### config.mk
export PLATFORM = sky130hd
export DESIGN_NAME = counter_sequencer
export DESIGN_NICKNAME = d
export VERILOG_FILES = /design/src/rtl/counter_sequencer.sv
export SDC_FILE = /design/constraint.sdc
export NUM_CORES = 1
export LEC_CHECK = 0
export ABC_AREA = 1
export CAP_MARGIN = 30
export CORE_UTILIZATION = 50
export CTS_CLUSTER_DIAMETER = 200
export DETAILED_ROUTE_END_ITERATION = 10
export HOLD_SLACK_MARGIN = 0.08
export PLACE_DENSITY = 0.78
export SLEW_MARGIN = 40
export SYNTH_ARGS = -nofsm -noshare
export SYNTH_HDL_FRONTEND = slang
export SYNTH_SLANG_ARGS = --single-unit
### constraint.sdc
create_clock -name clock -period 1.25 [get_ports clock]
set_input_delay 0.25 -clock clock [delete_from_list [all_inputs] [get_ports clock]]
set_output_delay 0.25 -clock clock [all_outputs]
set_load 0.05 [all_outputs]
### src/rtl/counter_sequencer.sv
// ---------------------------------------------------------------------------
// counter_sequencer
//
// Runs a job of ROUNDS back-to-back count runs on an attached counter. Each
// run issues a one-cycle count_start pulse, then waits for count_done. A
// watchdog limits every wait to TIMEOUT_CYCLES cycles; overrunning it raises
// a sticky error that only clear removes. abort cancels a job at any point
// between issue and finish.
//
// Ports
//   clock        rising-edge clock
//   reset        asynchronous, active-high reset
//   go           job request, only looked at while idle
//   abort        cancel the job in progress
//   clear        drop the sticky error and return to idle
//   count_done   done pulse from the attached counter
//   count_start  start pulse to the attached counter
//   busy         high while a job is in progress
//   finished     one-cycle pulse after a job completes normally
//   error        sticky watchdog-timeout flag
//   rounds_done  completed runs in the current or last job
// ---------------------------------------------------------------------------
module counter_sequencer #(
  parameter int                       ROUNDS         = 3,
  parameter int                       ROUND_WIDTH    = 4,
  parameter int                       TIMEOUT_WIDTH  = 10,
  parameter logic [TIMEOUT_WIDTH-1:0] TIMEOUT_CYCLES = 10'd300
) (
  input  logic                   clock,
  input  logic                   reset,
  input  logic                   go,
  input  logic                   abort,
  input  logic                   clear,
  input  logic                   count_done,
  output logic                   count_start,
  output logic                   busy,
  output logic                   finished,
  output logic                   error,
  output logic [ROUND_WIDTH-1:0] rounds_done
);

  typedef enum logic [2:0] {
    IDLE,
    ISSUE,
    WAIT_DONE,
    FINISH,
    ERROR
  } state_t;

  localparam logic [ROUND_WIDTH-1:0]   ROUNDS_L = ROUND_WIDTH'(ROUNDS);
  localparam logic [ROUND_WIDTH-1:0]   RD_ONE   = ROUND_WIDTH'(1);
  localparam logic [TIMEOUT_WIDTH-1:0] WD_ONE   = TIMEOUT_WIDTH'(1);
  // Last watchdog value that still allows a run to complete.
  localparam logic [TIMEOUT_WIDTH-1:0] WD_LAST  = TIMEOUT_CYCLES - WD_ONE;

  state_t                   state, state_next;
  logic [TIMEOUT_WIDTH-1:0] watchdog, watchdog_next;
  logic                     count_start_next;
  logic                     busy_next;
  logic                     finished_next;
  logic                     error_next;
  logic [ROUND_WIDTH-1:0]   rounds_done_next;
  logic [ROUND_WIDTH-1:0]   rounds_inc;

  // State and all outputs are registered together so every output changes
  // exactly on the edge that moves the FSM.
  always_ff @(posedge clock or posedge reset) begin
    if (reset) begin
      state       <= IDLE;
      watchdog    <= '0;
      count_start <= 1'b0;
      busy        <= 1'b0;
      finished    <= 1'b0;
      error       <= 1'b0;
      rounds_done <= '0;
    end else begin
      state       <= state_next;
      watchdog    <= watchdog_next;
      count_start <= count_start_next;
      busy        <= busy_next;
      finished    <= finished_next;
      error       <= error_next;
      rounds_done <= rounds_done_next;
    end
  end

  // Next-state and next-output logic. Everything holds unless a state says
  // otherwise. Within WAIT_DONE the priority is abort, then count_done, then
  // the watchdog, so a done arriving on the last allowed cycle still counts.
  always_comb begin
    state_next       = state;
    watchdog_next    = watchdog;
    count_start_next = count_start;
    busy_next        = busy;
    finished_next    = finished;
    error_next       = error;
    rounds_done_next = rounds_done;
    rounds_inc       = rounds_done + RD_ONE;

    case (state)
      IDLE: begin
        finished_next = 1'b0;
        if (go) begin
          rounds_done_next = '0;
          busy_next        = 1'b1;
          count_start_next = 1'b1;
          state_next       = ISSUE;
        end
      end

      ISSUE: begin
        count_start_next = 1'b0;
        if (abort) begin
          busy_next     = 1'b0;
          finished_next = 1'b0;
          state_next    = IDLE;
        end else begin
          watchdog_next = '0;
          state_next    = WAIT_DONE;
        end
      end

      WAIT_DONE: begin
        if (abort) begin
          busy_next        = 1'b0;
          count_start_next = 1'b0;
          finished_next    = 1'b0;
          state_next       = IDLE;
        end else if (count_done) begin
          rounds_done_next = rounds_inc;
          if (rounds_inc == ROUNDS_L) begin
            state_next = FINISH;
          end else begin
            count_start_next = 1'b1;
            state_next       = ISSUE;
          end
        end else if (watchdog == WD_LAST) begin
          error_next = 1'b1;
          busy_next  = 1'b0;
          state_next = ERROR;
        end else begin
          watchdog_next = watchdog + WD_ONE;
        end
      end

      FINISH: begin
        busy_next        = 1'b0;
        count_start_next = 1'b0;
        state_next       = IDLE;
        finished_next    = ~abort;
      end

      ERROR: begin
        if (clear) begin
          error_next = 1'b0;
          state_next = IDLE;
        end
      end

      default: begin
        state_next = IDLE;
      end
    endcase
  end

endmodule

## Word level (Yosys, flattened, before mapping)

Cells that the tools add are included.

- Input bits: 6
- Output and inout port bits: 8
- Word-level logic and storage cells: 80
- Bits in registers: 21

- $add $sub $neg: 2
- Eq/ne operators: 21
- Muxes and demuxes: 33
- Bitwise gates (word level): 1
- Reductions and logical operators: 16

Operator list:

| operator | number |
|---|---|
| $mux W10 | 4 |
| $pmux W10 S2 | 1 |
| $ne A2 B2 Y1 const B | 9 |
| $mux W3 | 5 |
| $reduce_and A5 Y1 | 3 |
| $mux W1 | 12 |
| $mux W4 | 3 |
| $ne A3 B3 Y1 const B | 4 |
| $pmux W3 S4 | 1 |
| $add A10 B1 Y10 const B | 1 |
| $eq A10 B9 Y1 const B | 1 |
| $pmux W4 S2 | 1 |
| $reduce_and A4 Y1 | 2 |
| $eq A3 B2 Y1 const B | 2 |
| $pmux W1 S3 | 2 |
| $reduce_bool A2 Y1 | 3 |
| $reduce_bool A3 Y1 | 2 |
| $add A4 B1 Y4 const B | 1 |
| $eq A4 B2 Y1 const B | 1 |
| $mux W2 | 2 |
| $ne A4 B4 Y1 const B | 1 |
| $pmux W1 S4 | 1 |
| $reduce_bool A4 Y1 | 1 |
| $reduce_or A2 Y1 | 2 |
| other kinds (8) | 8 |

## Depth between registers and ports, before layout

Gate-level depths: netlist of run 1.

- Word-level depth: 6
- Gate-level depth with buffers: 9
- Gate-level depth less buffers: 9

## Least setup slack after synthesis of run 1

Ideal clock, no wire load.

- Kind: register -> register
- From: reg rounds_done[0]
- To: reg count_start
- Data required time: 1.131 ns
- Slack: -0.250 ns
- Stages on the path, launching flop included: 8
- Library setup time: 0.119 ns
- Arrival time: 1.381 ns
- Period minus slack after synthesis: 1.500 ns
- Cell sequence: dfrtp_1 > ha_1 > xor2_1 > nor2_1 > nand3_1 > nand2_1 > nand2_1 > nand2_1

- Longest elaborated chain between the ends: 4

RTL lines:

| what | RTL line | RTL |
|---|---|---|
| start: declaration | 39 | `output logic [ROUND_WIDTH-1:0] rounds_done` |
| start signal: assignment | 83 | `rounds_done <= rounds_done_next;` |
| $add A4 B1 Y4 | 98 | `rounds_inc = rounds_done + RD_ONE;` |
| $eq A4 B2 Y1 | 131 | `if (rounds_inc == ROUNDS_L) begin` |
| $ne A3 B3 Y1 (no line) | - |  |
| $reduce_and A4 Y1 (no line) | - |  |
| end signal: assignment | 79 | `count_start <= count_start_next;` |
| end: declaration | 35 | `output logic count_start,` |

No other way between the ends.
A chain may end at the register's enable or synchronous reset.

## Worst setup path after layout of run 1

- From: reg state[0]
- To: reg watchdog[5]

- Longest elaborated chain between the ends: 3
- Elaborated cells on any way between the ends: 9
- Classes of those cells: 6 x eq/ne; 1 x mux; 2 x reduce/logical

RTL lines:

| what | RTL line | RTL |
|---|---|---|
| start: declaration | 56 | `state_t state, state_next;` |
| start signal: assignment | 77 | `state <= state_next;` |
| $eq A3 B2 Y1 or $eq A3 B1 Y1 (tied branches) | 100 | `case (state)` |
| $ne A2 B2 Y1 (no line) or $reduce_bool A2 Y1 (tied branches) | - |  |
| $reduce_and A5 Y1 (no line) | - |  |
| end signal: assignment | 78 | `watchdog <= watchdog_next;` |
| end: declaration | 57 | `logic [TIMEOUT_WIDTH-1:0] watchdog, watchdog_next;` |

Parallel ways exist; a longest one is shown, timed or not.

==> results of run 1 <==
-- final cells by class --
class                      instances  area, um2
multi-input combinational        134        793
inverter                          25       98.8
timing repair buffer              53        553
sequential                        21        533
tap                               28       35.0
clock buffer                       4       26.3
fill                             115        279
-- repair_timing --
| item | in CTS | in global routing |
|---|---|---|
| pin swaps | 0 | 12 |
| setup buffers | 5 | 10 |
| endpoints found under the setup margin | 21 | 22 |
| resized for setup | 17 | 37 |
| hold endpoints to repair | 0 | 0 |
| cloned | 0 | 2 |
-- flip-flops by register name, indices dropped and copies added (netlist names) --
signal,cells
error,1
busy,1
count_start,1
rounds_done,4
finished,1
watchdog,10
state,3
-- per-layer routing --
layer | GRT usage [%] | up-vias | part of all wire [%]
li1 | - | 694 | -
met1 | 33.3 | 699 | 43
met2 | 48.5 | 68 | 50
met3 | 2.90 | 6 | 6.0
met4 | 8.33 | 0 | 1.1
met5 | 0 | - | 0
-- power by group --
| part | switching [mW] | internal (mW) |
|---|---|---|
| sequential | 0.138 | 0.780 |
| clock | 0.222 | 0.124 |
| combinational | 0.896 | 0.825 |
| total | 1.26 | 1.73 |
-- cell families (layout without fill, tap and decap cells) --
group	count (synthesis)	in the layout	synth area share, %
simple gates	112	112	38.6
flops	21	21	41.0
buf+inv	28	82	9.08
fa+ha+maj	3	3	2.93
compound gates	17	17	7.03
xor+xnor	2	2	1.37
-- metrics by stage --
stage / hold slack (ns) / utilization, % / power, mW / worst slack (ns) / area [um2]
floorplan: 0.226 / - / 1.53 / -0.0797 / 1300
global placement: 0.516 / 73.8 / 2.02 / -0.174 / 1710
detailed placement: 0.527 / 73.8 / 2.07 / -0.234 / 1710
CTS: 0.256 / 78.7 / 2.56 / -0.0763 / 1830
global route: 0.263 / 88.0 / 3.14 / -0.216 / 2040
finish: 0.247 / 88.0 / 2.99 / -0.153 / 2040
-- worst max-delay path, cell delays in order, from the launching register on --
cell,delay [ns]
dfrtp_2,0.44
buf_4,0.13
nand3_2,0.09
nand2_2,0.07
nand2_2,0.06
nor2_2,0.11
nand2_2,0.11
buf_6,0.15
nand2_1,0.07
o21ai_1,0.07
-- worst paths after layout --
check | from | to | slack, ns | depth (start not counted)
max reg2reg | state[0] | watchdog[5] | -0.15 | 9
min in group clock | go | busy | 0.55 | 3
min | reset | watchdog[1] | 0.25 | 3
min reg2reg | busy | busy | 0.56 | 2
max | state[0] | watchdog[5] | -0.15 | 9
max in group asynchronous | reset | state[1] | 0.84 | 3
-- cells in the final DEF, fill, tap and decap left out, types with 5 or more instances in the layout --
master	count
buf_12	9
buf_4	31
buf_6	8
clkdlybuf4s50_1	5
dfrtp_1	15
dfrtp_2	6
inv_1	21
nand2_1	49
nand2_2	13
nand3_1	17
nand3_2	5
nand4_1	6
nor2_1	8
o21ai_1	11
==> flow_summary.ini, run 1 <==
[clock_tree]
cts_hold_buf = 0
cts_inserted_buffers = 3
clk_latency_ns = 0.31
cts_max_level = 1
clk_pin_slew_ns = 0.13
cts_tree = done
clock_path_buffers = 2
cts_root_buf = clkbuf_4
cts.sinks = 21

[timing]
finalCritPeriodShare_pct = 112
tightest_slew_ns = 0.277
fin_tns_setup_ns = -2.14
hold_viol = 0
setup_viol = 23
period_minus_slack_ns = 1.40
fmax_ghz = 0.713
rsz0062_at_grt = yes
relSlewSlack_pct = 81.4
skew_ns = 0.0104
layout_setup_ws_ns = -0.153
finalMaxSlewViolations = 0

[grt]
grt_max_degree = 22
grt_overflow_total = 0
grt_first_pass_wirelength_um = 5420
track_usage_pct = 26.9
antenna_found_initial = 0
grt_pass1_vias = 1291

[placed_design]
port_buffers = 13
gp_congestion = 0.866
dpl.cell_count = 244
dp_hpwl_um = 2220

[critical_path]
end_kind = flop
path_max_fanout = 5
cp_data_required_time_ns = 1.46
arrival_ns = 1.62
worstSetupStartpointType = flop
critPathKind = reg2reg

[synth]
syn_nets = 192
synth_edf_count = 0
synth_cell_type_count = 22
ys_ff_latch = 21
synth_ff_type = dfrtp_1
netlist.area_leader.share_pct = 41.0
async_flop_share_pct = 100
synthCells = 183
avgSynthCellArea_um2 = 7.00
ys_seq_area_share_pct = 41.0
synth_area_leaders = dfrtp_1 (41%), nand2_1 (18%), nand3_1 (8.6%)
syn_area_um2 = 1280
synth_common_cells = nand2_1 (62), inv_1 (23), nand3_1 (22), dfrtp_1 (21), nor2_1 (12)
yosys.area.top_type = dfrtp_1
yosysMostFrequentCell = nand2_1
ys_warn_count = 0

[run_status]
outcome = finished, violations left
violations = negative setup slack

[power_and_ir_drop]
power_density_nw_per_um2 = 1460
leakagePower_nw = 0.992
ir_worst_vdd_uv = 1470

[route]
wire_per_inst_um = 15.3
via_per_inst = 5.54
ant_nets = 0
route.vias.total = 1467
drt-initial-drc-count = 78
drc = 0
first_pass_iters = 4
drt-total-wl_um = 4050

[die]
dieArea_um2 = 2770
start_util_pct = 55.3
io_pins = 14
die_x_um = 52.6
coreArea_um2 = 2320
num_rows = 17
die_y_um = 52.6

[layout]
diodes = 0
drive_gt1_share_pct = 41.4
final_cells = 265
nNetsFinal = 247
area.growth.synth_to_final_pct = 59.2

[worst_hold_path]
hold_class = in2async

[flow_run]
cap_violations = 0
No activity file was read; power rests on OpenSTA's default activity.
==> run 2: changes to the inputs <==
--- a/config.mk
+++ b/config.mk
@@ -5,13 +5,14 @@
 export SDC_FILE = /design/constraint.sdc
 export NUM_CORES = 1
 export LEC_CHECK = 0
-export ABC_AREA = 1
-export CAP_MARGIN = 30
-export CORE_UTILIZATION = 50
+export CAP_MARGIN = 20
+export CELL_PAD_IN_SITES_DETAIL_PLACEMENT = 1
+export CELL_PAD_IN_SITES_GLOBAL_PLACEMENT = 2
+export CORE_UTILIZATION = 31
 export CTS_CLUSTER_DIAMETER = 200
 export DETAILED_ROUTE_END_ITERATION = 10
 export HOLD_SLACK_MARGIN = 0.08
-export PLACE_DENSITY = 0.78
+export PLACE_DENSITY = 0.77
 export SLEW_MARGIN = 40
 export SYNTH_ARGS = -nofsm -noshare
 export SYNTH_HDL_FRONTEND = slang
==> run 2 against run 1 <==
Against the previous run:
- the flow still finishes with violations (negative setup slack)
- hold slack better by 0.061 ns
- sequential power down 14%
- worst setup slack worse by 0.36 ns
- wire length up 31%
- clock-buffer cell count fell by 1
- maximum frequency is 20% lower
- combinational power is 51% lower
- core utilization fell by 26 points
- critical path type unchanged
- critical endpoint is now watchdog[7]
==> flow_summary.ini, run 2 <==
[route]
wire_per_inst_um = 20.5
drt-total-wl_um = 5300
ant_nets = 0
first_pass_iters = 4
drt-initial-drc-count = 66
drc = 0
route.vias.total = 1443
via_per_inst = 5.57

[clock_tree]
clock_path_buffers = 2
cts_max_level = 1
clk_latency_ns = 0.26
cts_tree = done
clk_pin_slew_ns = 0.08
cts_inserted_buffers = 3
cts.sinks = 21
cts_hold_buf = 0
cts_root_buf = clkbuf_8

[timing]
whs_ns = 0.307
hold_viol = 0
finalCritPeriodShare_pct = 141
period_minus_slack_ns = 1.76
layout_setup_ws_ns = -0.510
relSlewSlack_pct = 76.2
skew_ns = 0.00266
rsz0062_at_grt = yes
tightest_slew_ns = 0.355
fmax_ghz = 0.568
finalMaxSlewViolations = 0
setup_viol = 24

[worst_hold_path]
hold_class = in2async

[critical_path]
critPathKind = reg2reg
worstSetupStartpointType = flop
critPathLaunch = state[0]
path_max_fanout = 5
arrival_ns = 1.91
r2r_start = state[0]
cp_data_required_time_ns = 1.40
end_kind = flop

[grt]
antenna_found_initial = 0
track_usage_pct = 23.7
grt_overflow_total = 0
grt_max_degree = 22
grt_pass1_vias = 1572
grt_first_pass_wirelength_um = 7670

[power_and_ir_drop]
power_density_nw_per_um2 = 893
ir_worst_vdd_uv = 582
leakagePower_nw = 1.06
total_power_mw = 2.10

[layout]
top_regs = watchdog (10), rounds_done (4), state (3)
drive_gt1_share_pct = 61.1
final_common_cell = buf_4
layout_common_cells = buf_4 (52), dfrtp_1 (17), buf_6 (13)
diodes = 0
nNetsFinal = 221
fin_util_pct = 61.9
largest_register_ff_count = 10
area.growth.synth_to_final_pct = 84.5
regMostFlops = watchdog

[die]
die_x_um = 66.1
die_y_um = 66.1
io_pins = 14
start_util_pct = 33.6
coreArea_um2 = 3800
num_rows = 22
dieArea_um2 = 4370

[placed_design]
port_buffers = 13
place_ws_ns = -0.768
gp_congestion = 0.827
dp_hpwl_um = 3050

[run_status]
violations = negative setup slack
outcome = finished, violations left

[synth]
ys_ff_latch = 21
synth_area_leaders = dfrtp_1 (41%), a21oi_1 (3.9%), o21ai_0 (3.5%)
syn_nets = 143
yosysMostFrequentCell = dfrtp_1
ys_seq_area_share_pct = 41.2
ys_warn_count = 0
synthCells = 134
netlist.area_leader.share_pct = 41.2
synth_edf_count = 0
synth_ff_type = dfrtp_1
synth_cell_type_count = 43
yosys.area.top_type = dfrtp_1
avgSynthCellArea_um2 = 9.51
async_flop_share_pct = 100
synth_common_cells = dfrtp_1 (21), a21oi_1 (10), nand2_1 (10), o21ai_0 (9)
syn_area_um2 = 1270

[flow_run]
cap_violations = 0
-- run 2: report_power, final --
part           internal, mW  total, mW  switching, mW
clock network         0.223      0.470          0.247
registers             0.726      0.792         0.0657
logic                 0.437      0.838          0.401
-- run 2: area by class of cell --
| class | instances | area (um2) |
|---|---|---|
| clock buffers | 3 | 41.3 |
| clock inverters | 1 | 5.00 |
| fillers | 407 | 1450 |
| inverters | 5 | 18.8 |
| multi-input cells | 102 | 932 |
| flip-flops and latches | 21 | 531 |
| well taps | 48 | 60.1 |
| repair buffers | 79 | 764 |
-- run 2: path summary, 6_finish.rpt --
check,endpoint,slack [ns],depth (start not counted)
setup / recovery,watchdog[7],-0.51,7
hold / removal,watchdog[0],0.31,3
setup reg to reg,watchdog[7],-0.51,7
hold reg to reg,finished,0.60,1
max in group asynchronous,rounds_done[0],0.78,3
min in group clock,finished,0.60,1
-- run 2: kinds of logic after synthesis --
group	after synthesis	synth area share [%]
AND/OR/NAND/NOR	58	28.8
AO/OA/AOI/OAI	37	19.0
flip-flops	21	41.2
buffers and inverters	12	5.79
adder cells (fa/ha/maj)	3	2.94
XOR/XNOR	2	1.37
multiplexers	1	0.883
-- run 2: layer usage --
metal / vias to the layer above / GRT usage (%) / wire [um] / part of all wire, %
li1: 655 / - / - / -
met1: 730 / 29.2 / 2180 / 41
met2: 43 / 42.5 / 2780 / 52
met3: 15 / 2.76 / 196 / 3.7
met4: 0 / 7.71 / 139 / 2.6
met5: - / 0 / 0 / 0
-- run 2: repair_timing --
| item | CTS | global route |
|---|---|---|
| setup buffers | 11 | 9 |
| endpoints found under the setup margin | 24 | 25 |
| pin swaps | 11 | 13 |
| gates cloned | 1 | 0 |
| resized for setup | 37 | 32 |
-- run 2: worst max-delay path: stages, from the launching register on --
cell and delay [ns]:
dfrtp_2 0.45, buf_6 0.13, nor3b_4 0.25, buf_4 0.17, o2111ai_4 0.13, buf_6 0.16
o21ai_0 0.25, a21oi_2 0.09
-- run 2: stage by stage --
step	setup TNS, ns	instances	area [um2]
after floorplan	-3.96	134	1350
after detailed placement	-12.48	237	1940
after global placement	-11.21	237	1940
after CTS	-7.46	253	2180
final	-8.15	259	2350
after global routing	-9.38	259	2350
==> run 3: changes to the inputs <==
--- a/config.mk
+++ b/config.mk
@@ -17,3 +17,4 @@
 export SYNTH_ARGS = -nofsm -noshare
 export SYNTH_HDL_FRONTEND = slang
 export SYNTH_SLANG_ARGS = --single-unit
+export TNS_END_PERCENT = 10
==> run 3 against run 2 <==
Against the previous run:
- the run still ends with negative setup slack left
- die area is the same
- total power decreased by 6.7%
- sequential power about the same
- critical path depth fell by 2
- first-iteration DRC count fell by 24%
- wire length is 22% lower
- clock skew increased by 0.0029 ns
- register-to-register slack improved by 0.04 ns
- critical endpoint is now watchdog[6]
- highest routed layer unchanged
==> flow_summary.ini, run 3 (synthesis results as in run 2) <==
[critical_path]
cp_slowest_stage_delay_ns = 0.48
path_cells = ha_2 > and4bb_1 > and4_4 > or4_4 > a21oi_2
arrival_ns = 1.92
critPathKind = reg2reg
r2r-end = watchdog[6]
rrSetupSlack_ns = -0.47
r2r_start = watchdog[1]
worstSetupStartpointType = flop
critical-path-top-delay-family = simple AND/OR/NAND/NOR gates
crit_slowest_cell = or4_4
path_max_fanout = 6
r2r_cells = 5
cp_data_required_time_ns = 1.44
cp.buffers_inverters = 0
end_kind = flop

[worst_hold_path]
hold_class = in2async

[layout]
fin_area_um2 = 2110
area.growth.synth_to_final_pct = 65.3
final_common_cell = buf_4
largest_register_ff_count = 10
fin_util_pct = 55.5
regMostFlops = watchdog
layout_common_cells = buf_4 (42), dfrtp_1 (16), nand2_1 (9), buf_12 (9), buf_6 (7)
nNetsFinal = 206
drive_gt1_share_pct = 50.5
top_regs = watchdog (10), rounds_done (4), state (3)
diodes = 0

[power_and_ir_drop]
leakagePower_nw = 0.942
power_density_nw_per_um2 = 930
ir_worst_vdd_uv = 429

[timing]
finalMaxSlewViolations = 0
fmax_ghz = 0.580
hold_viol = 0
rsz0062_at_grt = yes
fin_tns_setup_ns = -7.07
setup_viol = 22
tightest_slew_ns = 0.318
period_minus_slack_ns = 1.72
skew_ns = 0.00557
finalCritPeriodShare_pct = 138
relSlewSlack_pct = 78.8
layout_setup_ws_ns = -0.473

[clock_tree]
clock_path_buffers = 2
cts_max_level = 1
clk_latency_ns = 0.26
cts_hold_buf = 0
cts.sinks = 21
clk_pin_slew_ns = 0.08
cts_inserted_buffers = 3
cts_tree = done
cts_root_buf = clkbuf_8

[route]
ant_nets = 0
drc = 0
route.vias.total = 1308
drt-total-wl_um = 4150
first_pass_iters = 4
drt-initial-drc-count = 50
wire_per_inst_um = 17.0
via_per_inst = 5.36

[grt]
antenna_found_initial = 0
grt_overflow_total = 0
grt_pass1_vias = 1414
grt_first_pass_wirelength_um = 6760
track_usage_pct = 20.6
grt_max_degree = 22

[placed_design]
port_buffers = 13
place_ws_ns = -0.795
gp_congestion = 0.842
dp_hpwl_um = 2840
place_area_um2 = 1850

[die]
dieArea_um2 = 4370
num_rows = 22
die_y_um = 66.1
io_pins = 14
coreArea_um2 = 3800
start_util_pct = 33.6
die_x_um = 66.1

[run_status]
violations = negative setup slack
outcome = finished, violations left

[flow_run]
cap_violations = 0
-- run 3: changes by cell type in the layout (fill, tap and decap cells not counted), sizes merged --
cell / change
clkbuf: +1
o21ai: +1
clkinv: -1
buf: -16
-- run 3: report_power, final --
part           internal [mW]  leakage (nW)  switching [mW]
Sequential             0.726         0.278          0.0626
Combinational          0.373         0.641           0.336
Clock                  0.227        0.0228           0.235
-- run 3: worst max-delay path by stage --
stage | start | end | slack [ns] | cells after the start
CTS | state[0] | busy | -0.45 | 5
detailed placement | abort | watchdog[3] | -0.79 | 6
finish | watchdog[1] | watchdog[6] | -0.47 | 5
floorplan | rounds_done[1] | count_start | -0.47 | 4
global placement | abort | watchdog[6] | -0.71 | 6
global route | watchdog[1] | watchdog[3] | -0.52 | 5
-- run 3: what timing repair did --
action	in CTS	in global routing
gates cloned	1	1
setup endpoints to repair	24	24
resized for setup	31	16
pin swaps	8	5
setup buffers	4	3
-- run 3: final cells by class --
class                      instances  area [um2]
sequential                        21         532
tap                               48        60.1
fill                             406        1690
timing repair buffer              63         622
multi-input combinational        103         830
inverter                           5        18.8
clock buffer                       4        45.0
-- run 3: worst register-to-register path, stage by stage, from the launching register on --
cell and delay (ns):
dfrtp_1 0.39, ha_2 0.20, and4bb_1 0.22, and4_4 0.20, or4_4 0.48, a21oi_2 0.16
-- run 3: layer usage --
metal | up-vias | wire length, um | track usage, % | share of wire [%]
li1 | 625 | - | - | -
met1 | 662 | 1880 | 25.4 | 45
met2 | 17 | 2120 | 36.2 | 51
met3 | 4 | 107 | 2.93 | 2.6
met4 | 0 | 37 | 7.45 | 0.89
met5 | - | 0 | 0 | 0
-- run 3: through the flow --
step                      std cells  hold WS, ns  total power, mW
after floorplan                 134        0.226             1.07
after global placement          231        0.554             1.35
after detailed placement        231        0.570             1.37
after CTS                       240        0.311             1.92
after global routing            244        0.346             2.05
final                           244        0.314             1.96
